<file path="config.mk">
export PLATFORM = sky130hd
export DESIGN_NAME = stopwatch_ctrl
export DESIGN_NICKNAME = d
export VERILOG_FILES = /design/src/rtl/stopwatch_ctrl.sv
export SDC_FILE = /design/constraint.sdc
export NUM_CORES = 1
export LEC_CHECK = 0
export CAP_MARGIN = 30
export CORE_MARGIN = 2
export CORE_UTILIZATION = 25
export DETAILED_ROUTE_END_ITERATION = 8
export PLACE_DENSITY = 0.49
export RECOVER_POWER = 100
export SLEW_MARGIN = 5
export SYNTH_ARGS = -nofsm -noshare
export SYNTH_HDL_FRONTEND = slang
export SYNTH_SLANG_ARGS = --single-unit
export TNS_END_PERCENT = 30
</file>
<file path="constraint.sdc">
create_clock -name clk -period 2.5 [get_ports clk]
set_clock_uncertainty 0.05 [all_clocks]
set_input_delay 0.75 -clock clk [delete_from_list [all_inputs] [get_ports clk]]
set_output_delay 0.75 -clock clk [all_outputs]
set_load 0.03 [all_outputs]
</file>
<file path="src/rtl/stopwatch_ctrl.sv">
// stopwatch_ctrl: start/stop/lap/clear FSM, 10 ms prescaler and BCD min:sec.cs counter.
// Lap state and snapshot registers exist only when STOPWATCH_LAP_EN is defined.
module stopwatch_ctrl #(
    parameter int TICK_DIV = 500000,
    parameter int MIN_MAX  = 59
) (
    input  logic       clk,
    input  logic       sys_rst_n,
    input  logic       key_ss_en,
    input  logic       key_lc_en,
    output logic [1:0] state_o,
    output logic       tick_10ms,
    output logic [7:0] cs_bcd,
    output logic [7:0] sec_bcd,
    output logic [7:0] min_bcd,
    output logic       ovf
);
    localparam int PW = $clog2(TICK_DIV);
    localparam logic [PW-1:0] PRE_LAST = PW'(TICK_DIV - 1);
    localparam logic [7:0] MIN_LAST = 8'((MIN_MAX / 10) * 16 + MIN_MAX % 10);

    typedef enum logic [1:0] {IDLE = 2'd0, RUN = 2'd1, PAUSE = 2'd2, LAP = 2'd3} state_t;

    state_t        state, state_nxt;
    logic [PW-1:0] presc;
    logic [7:0]    cs, sec, mins;
    logic          counting, wrap, clear;
    logic [23:0]   live, shown;

    function automatic logic [7:0] bcd_inc(input logic [7:0] v, input logic [7:0] last);
        return (v == last) ? 8'h00 : (v[3:0] == 4'd9) ? {v[7:4] + 4'd1, 4'h0} : v + 8'd1;
    endfunction

    always_ff @(posedge clk or negedge sys_rst_n)
        if (!sys_rst_n) state <= IDLE;
        else            state <= state_nxt;

    // key_ss_en is tested first everywhere so it wins over a simultaneous key_lc_en
    always_comb begin
        state_nxt = IDLE;
        case (state)
            IDLE:    state_nxt = key_ss_en ? RUN : IDLE;
`ifdef STOPWATCH_LAP_EN
            RUN:     state_nxt = key_ss_en ? PAUSE : key_lc_en ? LAP : RUN;
            LAP:     state_nxt = key_ss_en ? PAUSE : key_lc_en ? RUN : LAP;
`else
            RUN:     state_nxt = key_ss_en ? PAUSE : RUN;
`endif
            PAUSE:   state_nxt = key_ss_en ? RUN : key_lc_en ? IDLE : PAUSE;
            default: state_nxt = IDLE;
        endcase
    end

    always_comb begin
        clear = state == PAUSE && key_lc_en && !key_ss_en;
`ifdef STOPWATCH_LAP_EN
        counting = state == RUN || state == LAP;
`else
        counting = state == RUN;
`endif
        wrap = counting && presc == PRE_LAST;
    end

    assign state_o = state;
    assign live    = {mins, sec, cs};

    always_ff @(posedge clk or negedge sys_rst_n)
        if (!sys_rst_n)                   presc <= '0;
        else if (state == IDLE || clear)  presc <= '0;
        else if (counting)                presc <= wrap ? '0 : presc + PW'(1);

    always_ff @(posedge clk or negedge sys_rst_n)
        if (!sys_rst_n) begin
            tick_10ms <= 1'b0;
            cs        <= 8'h00;
            sec       <= 8'h00;
            mins      <= 8'h00;
            ovf       <= 1'b0;
        end else begin
            tick_10ms <= wrap;
            if (clear) begin
                cs   <= 8'h00;
                sec  <= 8'h00;
                mins <= 8'h00;
                ovf  <= 1'b0;
            end else if (wrap) begin
                cs <= bcd_inc(cs, 8'h99);
                if (cs == 8'h99) sec <= bcd_inc(sec, 8'h59);
                if (cs == 8'h99 && sec == 8'h59) mins <= bcd_inc(mins, MIN_LAST);
                if (cs == 8'h99 && sec == 8'h59 && mins == MIN_LAST) ovf <= 1'b1;
            end
        end

`ifdef STOPWATCH_LAP_EN
    logic [23:0] snap;

    always_ff @(posedge clk or negedge sys_rst_n)
        if (!sys_rst_n)                                       snap <= '0;
        else if (state == RUN && key_lc_en && !key_ss_en)     snap <= live;

    assign shown = state == LAP ? snap : live;
`else
    assign shown = live;
`endif

    always_ff @(posedge clk or negedge sys_rst_n)
        if (!sys_rst_n) {min_bcd, sec_bcd, cs_bcd} <= '0;
        else            {min_bcd, sec_bcd, cs_bcd} <= shown;
endmodule
</file>
## Word level (Yosys, flattened, before mapping)

Index checks and enable logic that the tools add are counted.

- Flip-flop bits (word level): 71
- Output and inout bits: 28
- Logic and storage cells: 67

- $add $sub $neg: 7
- Equal/unequal tests: 9
- Muxes and demuxes: 25
- Reductions and logical operators: 16

Operators by type and width:

| kind | number |
|---|---|
| 2-to-1 mux 8 bit | 14 |
| 2-to-1 mux 19 bit | 3 |
| adder 8 x 1 -> 8 bit, second input constant | 3 |
| adder 19 x 1 -> 19 bit, second input constant | 1 |
| == test 19 bit, second input constant | 1 |
| == test 8 x 7 -> 1 bit, second input constant | 2 |
| adder 4 x 1 -> 4 bit, second input constant | 3 |
| == test 4 bit, second input constant | 3 |
| nonzero test 2 bit | 5 |
| == test 8 bit, second input constant | 1 |
| 2-to-1 mux 2 bit | 3 |
| one-hot mux 2 bit (3 select lines) | 1 |
| AND reduction 2 bit | 3 |
| logical AND 1 bit | 5 |
| 2-to-1 mux 1 bit | 4 |
| == test 2 x 1 -> 1 bit, second input constant | 1 |
| == test 2 bit, second input constant | 1 |
| logical NOT 2 bit | 1 |
| logical NOT 1 bit | 1 |
| logical OR 1 bit | 1 |

## Longest topological paths before layout

Gate-level depths: netlist of the first run.

- Word-level depth: 6
- Mapped depth: 8

## Worst setup path after synthesis of the first run

Ideal clock, no wire load.

- Path type: reg2reg
- Start: register state[1] (netlist: state_o[1])
- End: register mins[0]
- Arrival: 1914 ps
- Required time: 2319 ps
- Setup slack: 406 ps
- Cell stages (with the launch flop): 7
- Path buffers: 1
- Period minus slack after synthesis: 2094 ps
- Path through: dfrtp_1 > buf_2 > and4b_1 > nand4_2 > nor4_4 > mux2i_1 > nor2_2

- Word-level cells in the longest chain between the ends: 5
- Elaborated cells on any way between the ends: 9
- Classes of those cells: eq/ne: 2; mux: 1; reduce/logical: 6

RTL lines:

| element | RTL line | RTL |
|---|---|---|
| start, declared | 24 | `state_t state, state_nxt;` |
| start signal, assigned | 36 | `else state <= state_nxt;` |
| == test 2 bit | 55 | `clear = state == PAUSE && key_lc_en && !key_ss_en;` |
| logical AND 1 bit (2 in a row) | 55 |  |
| nonzero test 2 bit (no source line) | n/a |  |
| AND reduction 2 bit (no source line) | n/a |  |
| end signal, assigned | 89 | `if (cs == 8'h99 && sec == 8'h59) mins <= bcd_inc(mins, MIN_LAST);` |
| end, declared | 26 | `logic [7:0] cs, sec, mins;` |

Parallel ways exist; a longest one is shown, timed or not.
A chain may end at the register's enable or synchronous reset.

## Final worst setup path of the first run

- Start: register state[0] (netlist: state_o[0])
- End: output state_o[0]

RTL lines:

| element | RTL line | RTL |
|---|---|---|
| end, declared | 11 | `output logic [1:0] state_o,` |

No word-level cell between the ends.

==> metrics.csv, run 1 <==
stage,metric,value,unit
synthesis,synth_area_leaders,"dfrtp_1 (51%), ha_1 (4.7%), nor2_1 (3.6%), nand2_1 (3.4%), mux2i_1 (3.2%)",
worst_setup_path,critical_path_class,register to output port,
placed_design,io_buffers,31,
worst_setup_path,crit_buf_inv,1,
floorplan,rows,43,
final_layout,diodes,0,
clock_tree,clock-sinks,71,
synthesis,ys.flop_type,dfrtp_1,
synthesis,avgSynthCellArea,10.64,um2
synthesis,synth_most_common_cell,dfrtp_1,
synthesis,ys_ff_latch,71,
synthesis,synthTopCellsByCount,"dfrtp_1 (71), nor2_1 (33), nand2_1 (31)",
clock_tree,clockBufferDepth,2,
clock_tree,clock-root-buffer,clkbuf_16,
power_and_ir_drop,ir_drop,421.4,uV
synthesis,netlist_area,3470,um2
placed_design,post-place-ws,88.40,ps
timing,rsz0062_at_grt,false,
status,status,"finished, violations left",
synthesis,synth-async-reset-ratio,1.000,
drt,drc,0,
timing,worstMarginPinSlew,1562,ps
synthesis,yosysUniqueCellTypes,58,
drt,drtIter0Drc,85,
timing,slew_viol_final,72,
clock_tree,hold_buffers,0,
timing,period_share,0.9344,
global_routing,grt-busiest-layer,met2,
power_and_ir_drop,power.leakage,1.915,nW
timing,finalHoldViolations,0,
worst_setup_path,cp_cell_sequence,dlygate4sd3_1,
floorplan,die-area,14840,um2
final_layout,final_util,0.3124,
synthesis,post-synth-top-area-cell,dfrtp_1,
drt,post_drt_wl_per_cell,13.49,um
timing,relSlewSlack,-0.04102,
timing,min_period,2336,ps
clock_tree,postCtsSetupBuffers,0,
floorplan,start_util,0.2529,
final_layout,layout-drive-gt1-share,0.09893,
timing,setup_violations,0,
status,violations,"max-capacitance violations, max-slew violations",
clock_tree,clock_latency,330,ps
drt,finalWirelength,7.473,mm
worst_setup_path,crit_slowest_cell,dlygate4sd3_1,
placed_design,dp_hpwl,5.206,mm
timing,setup_slack,164.0,ps
floorplan,coreArea,13720,um2
global_routing,grt_pass1_wl,12.58,mm
job,drv_cap,1,
floorplan,ioPinCount,32,
synthesis,yosysSeqAreaShare,0.5121,
timing,hold_ws,381.7,ps
floorplan,die_w,121.8,um
min_path,min_path_type,register to register,
global_routing,use_met2,0.1777,
global_routing,met1_usage,0.1346,
global_routing,grt_pass1_vias,2555,
global_routing,grt_usage,0.1073,
clock_tree,cts_buffers,9,
clock_tree,cts_resized,0,
worst_setup_path,cp-end-kind,output port,
final_layout,synthToLayoutAreaGrowth,23.51,%
synthesis,yosysTopAreaCellShare,0.5121,
drt,drt_pass1_iterations,4,
worst_setup_path,slowest_delay,770,ps
worst_setup_path,cp_max_fo,7,
synthesis,ys.warnings.count,0,
drt,vias_per_cell,4.662,
power_and_ir_drop,power.density,1028,nW/um2
worst_setup_path,arrival,1540,ps
synthesis,syn_nets,343,
global_routing,antenna_found_initial,0,
drt,vias,2583,
synthesis,synth_edf_count,0,
timing,setup-tns-final,0,ps
final_layout,nets,386,
global_routing,use_met3,0.02809,
clock_tree,htreeDepth,3,
worst_setup_path,crit_family,buffers and inverters,
placed_design,place_congestion,0.8144,
global_routing,grt_max_degree,72,
worst_setup_path,startpoint_type,register,
synthesis,synthCells,326,
clock_tree,path_clk_slew,60,ps
worst_setup_path,worstPathRequired,1700,ps
floorplan,dieHeight,121.8,um
drt,ant_nets,0,
global_routing,grt_overflow_total,0,
timing,clock.fmax,0.4281,GHz
clock_tree,cts_tree,done,
area by class of cell:
class | count | area, um2
inverters | 8 | 30.03
clock inverters | 7 | 71.32
well taps | 180 | 225.2
fillers | 1430 | 9434
multi-input cells | 237 | 1564
flip-flops and latches | 71 | 1777
clock buffers | 9 | 225.2
repair buffers | 42 | 392.9
per-layer routing:
metal / up-vias / wire (um)
met2: 38 / 3601
li1: 1258 / -
met1: 1279 / 3547
met5: - / 0
met3: 8 / 211
met4: 0 / 112
metrics by stage:
step / cell area (um2) / instances / power [mW]
2_1_floorplan: 3470 / 326 / 2.664
3_3_place_gp: 4069 / 538 / 3.256
3_5_place_dp: 4069 / 538 / 3.295
4_1_cts: 4365 / 554 / 4.581
5_1_grt: 4285 / 554 / 4.683
6_report: 4285 / 554 / 4.406
cell families after synthesis:
kind of cell	after synthesis	share of synthesized area
DFF	71	0.5121
buffers and inverters	18	0.02344
muxes	13	0.03823
xor gates and xnor gates	13	0.03282
AOI/OAI and AO/OA	55	0.1114
adders and majority gates	13	0.04688
and+or+nand+nor	143	0.2351
path summary, 6_finish.rpt:
kind	startpoint	endpoint	slack, ps	cells after the start
hold reg to reg	cs[7]$_DFFE_PN0P_	cs_bcd[7]$_DFF_PN0_	380	0
max in group asynchronous	sys_rst_n	presc[5]$_DFFE_PN0P_	600	2
setup reg to reg	sec[0]$_DFFE_PN0P_	mins[0]$_DFFE_PN0P_	250	7
setup / recovery	state_o[0]$_DFF_PN0_	state_o[0]	160	1
min in group asynchronous	sys_rst_n	mins[4]$_DFFE_PN0P_	860	2
hold / removal	cs[7]$_DFFE_PN0P_	cs_bcd[7]$_DFF_PN0_	380	0
sequential cells by signal (all words and copies together), names as in the netlist:
signal	flops
state_o	2
presc	19
min_bcd	8
tick_10ms	1
ovf	1
cs_bcd	8
sec	8
cs	8
sec_bcd	8
mins	8
placed cells by master (no fill, tap or decap), drive strengths merged, types with 4 or more instances in the layout:
cell type    count
nor3             8
dfrtp           71
nand4           10
buf              9
nand2           32
o21ai            9
nand3           13
xor2             7
nor2b            4
a21oi           13
nor4b            4
a31oi            4
o31ai            5
or3              4
ha              13
nor2            35
xnor2            6
and3b            5
clkbuf          13
clkinv           5
and3             7
mux2i           11
dlygate4sd3     28
nor4             6
inv              9
report_power, final:
part,internal (mW),switching (mW),leakage (nW)
Combinational,0.552,0.805,0.824
Clock,0.773,0.492,0.150
Sequential,1.47,0.312,0.942
Total,2.80,1.61,1.92
(Power assumes the default switching activity.)
==> inputs of run 2 (changes only) <==
--- a/config.mk
+++ b/config.mk
@@ -11,6 +11,8 @@
 export DETAILED_ROUTE_END_ITERATION = 8
 export PLACE_DENSITY = 0.49
 export RECOVER_POWER = 100
+export REMOVE_ABC_BUFFERS = 1
+export SKIP_CTS_REPAIR_TIMING = 1
 export SLEW_MARGIN = 5
 export SYNTH_ARGS = -nofsm -noshare
 export SYNTH_HDL_FRONTEND = slang
==> run 2 against run 1 <==
Effect of this change:
- the flow still finishes with violations (max-capacitance violations, max-slew violations)
- design area grew 0.85%
- die area is the same
- via count decreased by 0.81%
- first-iteration DRC count grew 140%
- combinational power barely moved
- total power down 1.9%
- core utilization increased by 0.26 points
- sequential power is essentially flat
- fmax fell by 1.6%
- critical path depth is the same
- worst hold slack worse by 8.0 ps
- critical path type unchanged
- critical endpoint is now state_o[1]
- largest cell class unchanged
==> metrics.csv, run 2 (synthesis gave the netlist of run 1 again) <==
stage,metric,value,unit,change
worst_setup_path,reg2regPathDepth,7,,unchanged
timing,worstMarginPinSlew,1605,ps,was 1562 ps
worst_setup_path,reg2reg_slack,270,ps,was 250 ps
global_routing,grt_overflow_total,0,,unchanged
worst_setup_path,crit_buf_inv,1,,unchanged
floorplan,coreArea,13720,um2,unchanged
timing,relSlewSlack,-0.06994,,was -0.04102
timing,slew_viol_final,72,,unchanged
final_layout,synthToLayoutAreaGrowth,24.56,%,was 23.51%
global_routing,antenna_found_initial,0,,unchanged
placed_design,dp_hpwl,5.126,mm,was 5.206 mm
floorplan,dieHeight,121.8,um,unchanged
floorplan,ioPinCount,32,,unchanged
worst_setup_path,startpoint_type,register,,unchanged
clock_tree,path_clk_slew,60,ps,about the same
global_routing,grt_max_degree,72,,unchanged
timing,setup_violations,0,,unchanged
timing,hold_ws,373.7,ps,was 381.7 ps
placed_design,post-place-ws,104.9,ps,was 88.40 ps
min_path,min_path_type,register to register,,unchanged
timing,rsz0062_at_grt,false,,unchanged
status,violations,"max-capacitance violations, max-slew violations",,unchanged
power_and_ir_drop,power.leakage,1.973,nW,was 1.915 nW
global_routing,grt_pass1_vias,2474,,was 2555
clock_tree,clock-root-buffer,clkbuf_16,,unchanged
drt,drtIter0Drc,204,,was 85
final_layout,final_area,4322,um2,was 4285 um2
global_routing,grt_pass1_wl,12.88,mm,was 12.58 mm
drt,drc,0,,unchanged
timing,clock.fmax,0.4212,GHz,was 0.4281 GHz
drt,vias,2562,,was 2583
worst_setup_path,rr_endpoint,cs[3]$_DFFE_PN0P_,,was mins[0]$_DFFE_PN0P_
final_layout,fill_cells,1403,,was 1430
final_layout,mostFrequentLayoutCells,"dfrtp_1 (71), nor2_1 (34), nand2_1 (32), dlygate4sd3_1 (28)",,"was dfrtp_1 (71), nor2_1 (34), nand2_1 (31), dlygate4sd3_1 (28)"
drt,post_drt_wl_per_cell,13.54,um,was 13.49 um
floorplan,die-area,14840,um2,unchanged
floorplan,die_w,121.8,um,unchanged
timing,setup-tns-final,0,ps,unchanged
clock_tree,clockBufferDepth,2,,unchanged
final_layout,nets,387,,was 386
placed_design,place_congestion,0.7817,,was 0.8144
status,status,"finished, violations left",,unchanged
final_layout,layout_commonest_cell,dfrtp_1,,unchanged
clock_tree,cts_tree,done,,unchanged
worst_setup_path,worstPathRequired,1700,ps,about the same
job,drv_cap,1,,unchanged
placed_design,placed_area,4089,um2,was 4069 um2
min_path,hp-start,mins[7]$_DFFE_PN0P_,,was cs[7]$_DFFE_PN0P_
floorplan,start_util,0.2529,,unchanged
worst_setup_path,arrival,1570,ps,was 1540 ps
final_layout,regMostFlops,presc,,unchanged
worst_setup_path,critical_path_class,register to output port,,unchanged
worst_setup_path,reg2reg_from,presc[0]$_DFFE_PN0P_,,was sec[0]$_DFFE_PN0P_
drt,finalWirelength,7.517,mm,was 7.473 mm
worst_setup_path,crit_family,buffers and inverters,,unchanged
drt,drt_pass1_iterations,4,,unchanged
floorplan,rows,43,,unchanged
timing,finalHoldViolations,0,,unchanged
final_layout,regArea,1777,um2,unchanged
worst_setup_path,cp_max_fo,11,,was 7
worst_setup_path,cp-end-kind,output port,,unchanged
global_routing,grt_usage,0.1118,,was 0.1073
power_and_ir_drop,ir_drop,292.7,uV,was 421.4 uV
min_path,min_to,min_bcd[7]$_DFF_PN0_,,was cs_bcd[7]$_DFF_PN0_
clock_tree,clock_latency,330,ps,about the same
drt,vias_per_cell,4.616,,was 4.662
final_layout,largest_register_ffs,19,,unchanged
clock_tree,clock-sinks,71,,unchanged
clock_tree,htreeDepth,3,,unchanged
worst_setup_path,cp_cell_sequence,clkdlybuf4s50_1,,was dlygate4sd3_1
final_layout,layout-drive-gt1-share,0.1147,,was 0.09893
min_path,hold_depth,0,,unchanged
final_layout,diodes,0,,unchanged
drt,ant_nets,0,,unchanged
timing,period_share,0.9498,,was 0.9344
worst_setup_path,crit_slowest_cell,clkdlybuf4s50_1,,was dlygate4sd3_1
final_layout,final_util,0.3150,,was 0.3124
worst_setup_path,cp_num_cells,1,,unchanged
timing,min_period,2374,ps,was 2336 ps
placed_design,io_buffers,31,,unchanged
power_and_ir_drop,power.density,1001,nW/um2,was 1028 nW/um2
timing,setup_slack,125.6,ps,was 164.0 ps
clock_tree,cts_buffers,9,,unchanged
worst_setup_path,slowest_delay,730,ps,was 770 ps
final_layout,multi_input_area,1607,um2,was 1564 um2
[run 2: changes by cell type in the layout (fill, tap and decap cells not counted), sizes merged]
cell,previous run,this run
buf,9,10
bufinv,1,0
clkdlybuf4s50,1,2
clkinvlp,0,1
inv,9,8
[run 2: metrics by stage]
| step | instances | total power, mW |
|---|---|---|
| floorplan | 316 | 2.641 |
| global placement | 539 | 3.279 |
| detailed placement | 539 | 3.297 |
| CTS | 555 | 4.501 |
| global route | 555 | 4.641 |
| finish | 555 | 4.324 |
[run 2: worst max-delay path by stage]
stage	endpoint	slack, ps	startpoint
6_report	state_o[1]	130	state_o[1]$_DFF_PN0_
5_1_grt	cs[3]$_DFFE_PN0P_	50	presc[0]$_DFFE_PN0P_
4_1_cts	state_o[1]	110	state_o[1]$_DFF_PN0_
3_5_place_dp	presc[9]$_DFFE_PN0P_	100	key_ss_en
3_3_place_gp	presc[11]$_DFFE_PN0P_	150	key_ss_en
2_1_floorplan	sec[3]$_DFFE_PN0P_	420	state_o[1]$_DFF_PN0_
[run 2: area by class of cell]
class / instances / share of cell area
multi-input combinational: 237 / 0.3717
clock buffer: 10 / 0.05530
tap: 180 / 0.05211
clock inverter: 6 / 0.008396
inverter: 8 / 0.006948
timing repair buffer: 43 / 0.09438
sequential: 71 / 0.4111
[run 2: layer usage]
metal,vias up,global-route usage,share of wire
met5,-,0,0
li1,1266,-,-
met3,12,0.02669,0.034
met1,1235,0.1463,0.47
met4,0,0.04095,0.016
met2,49,0.1798,0.48
[run 2: report_power, final]
| part | switching, mW | internal, mW | leakage, nW |
|---|---|---|---|
| logic | 0.807 | 0.549 | 0.893 |
| registers | 0.317 | 1.47 | 0.942 |
| clock network | 0.487 | 0.692 | 0.138 |
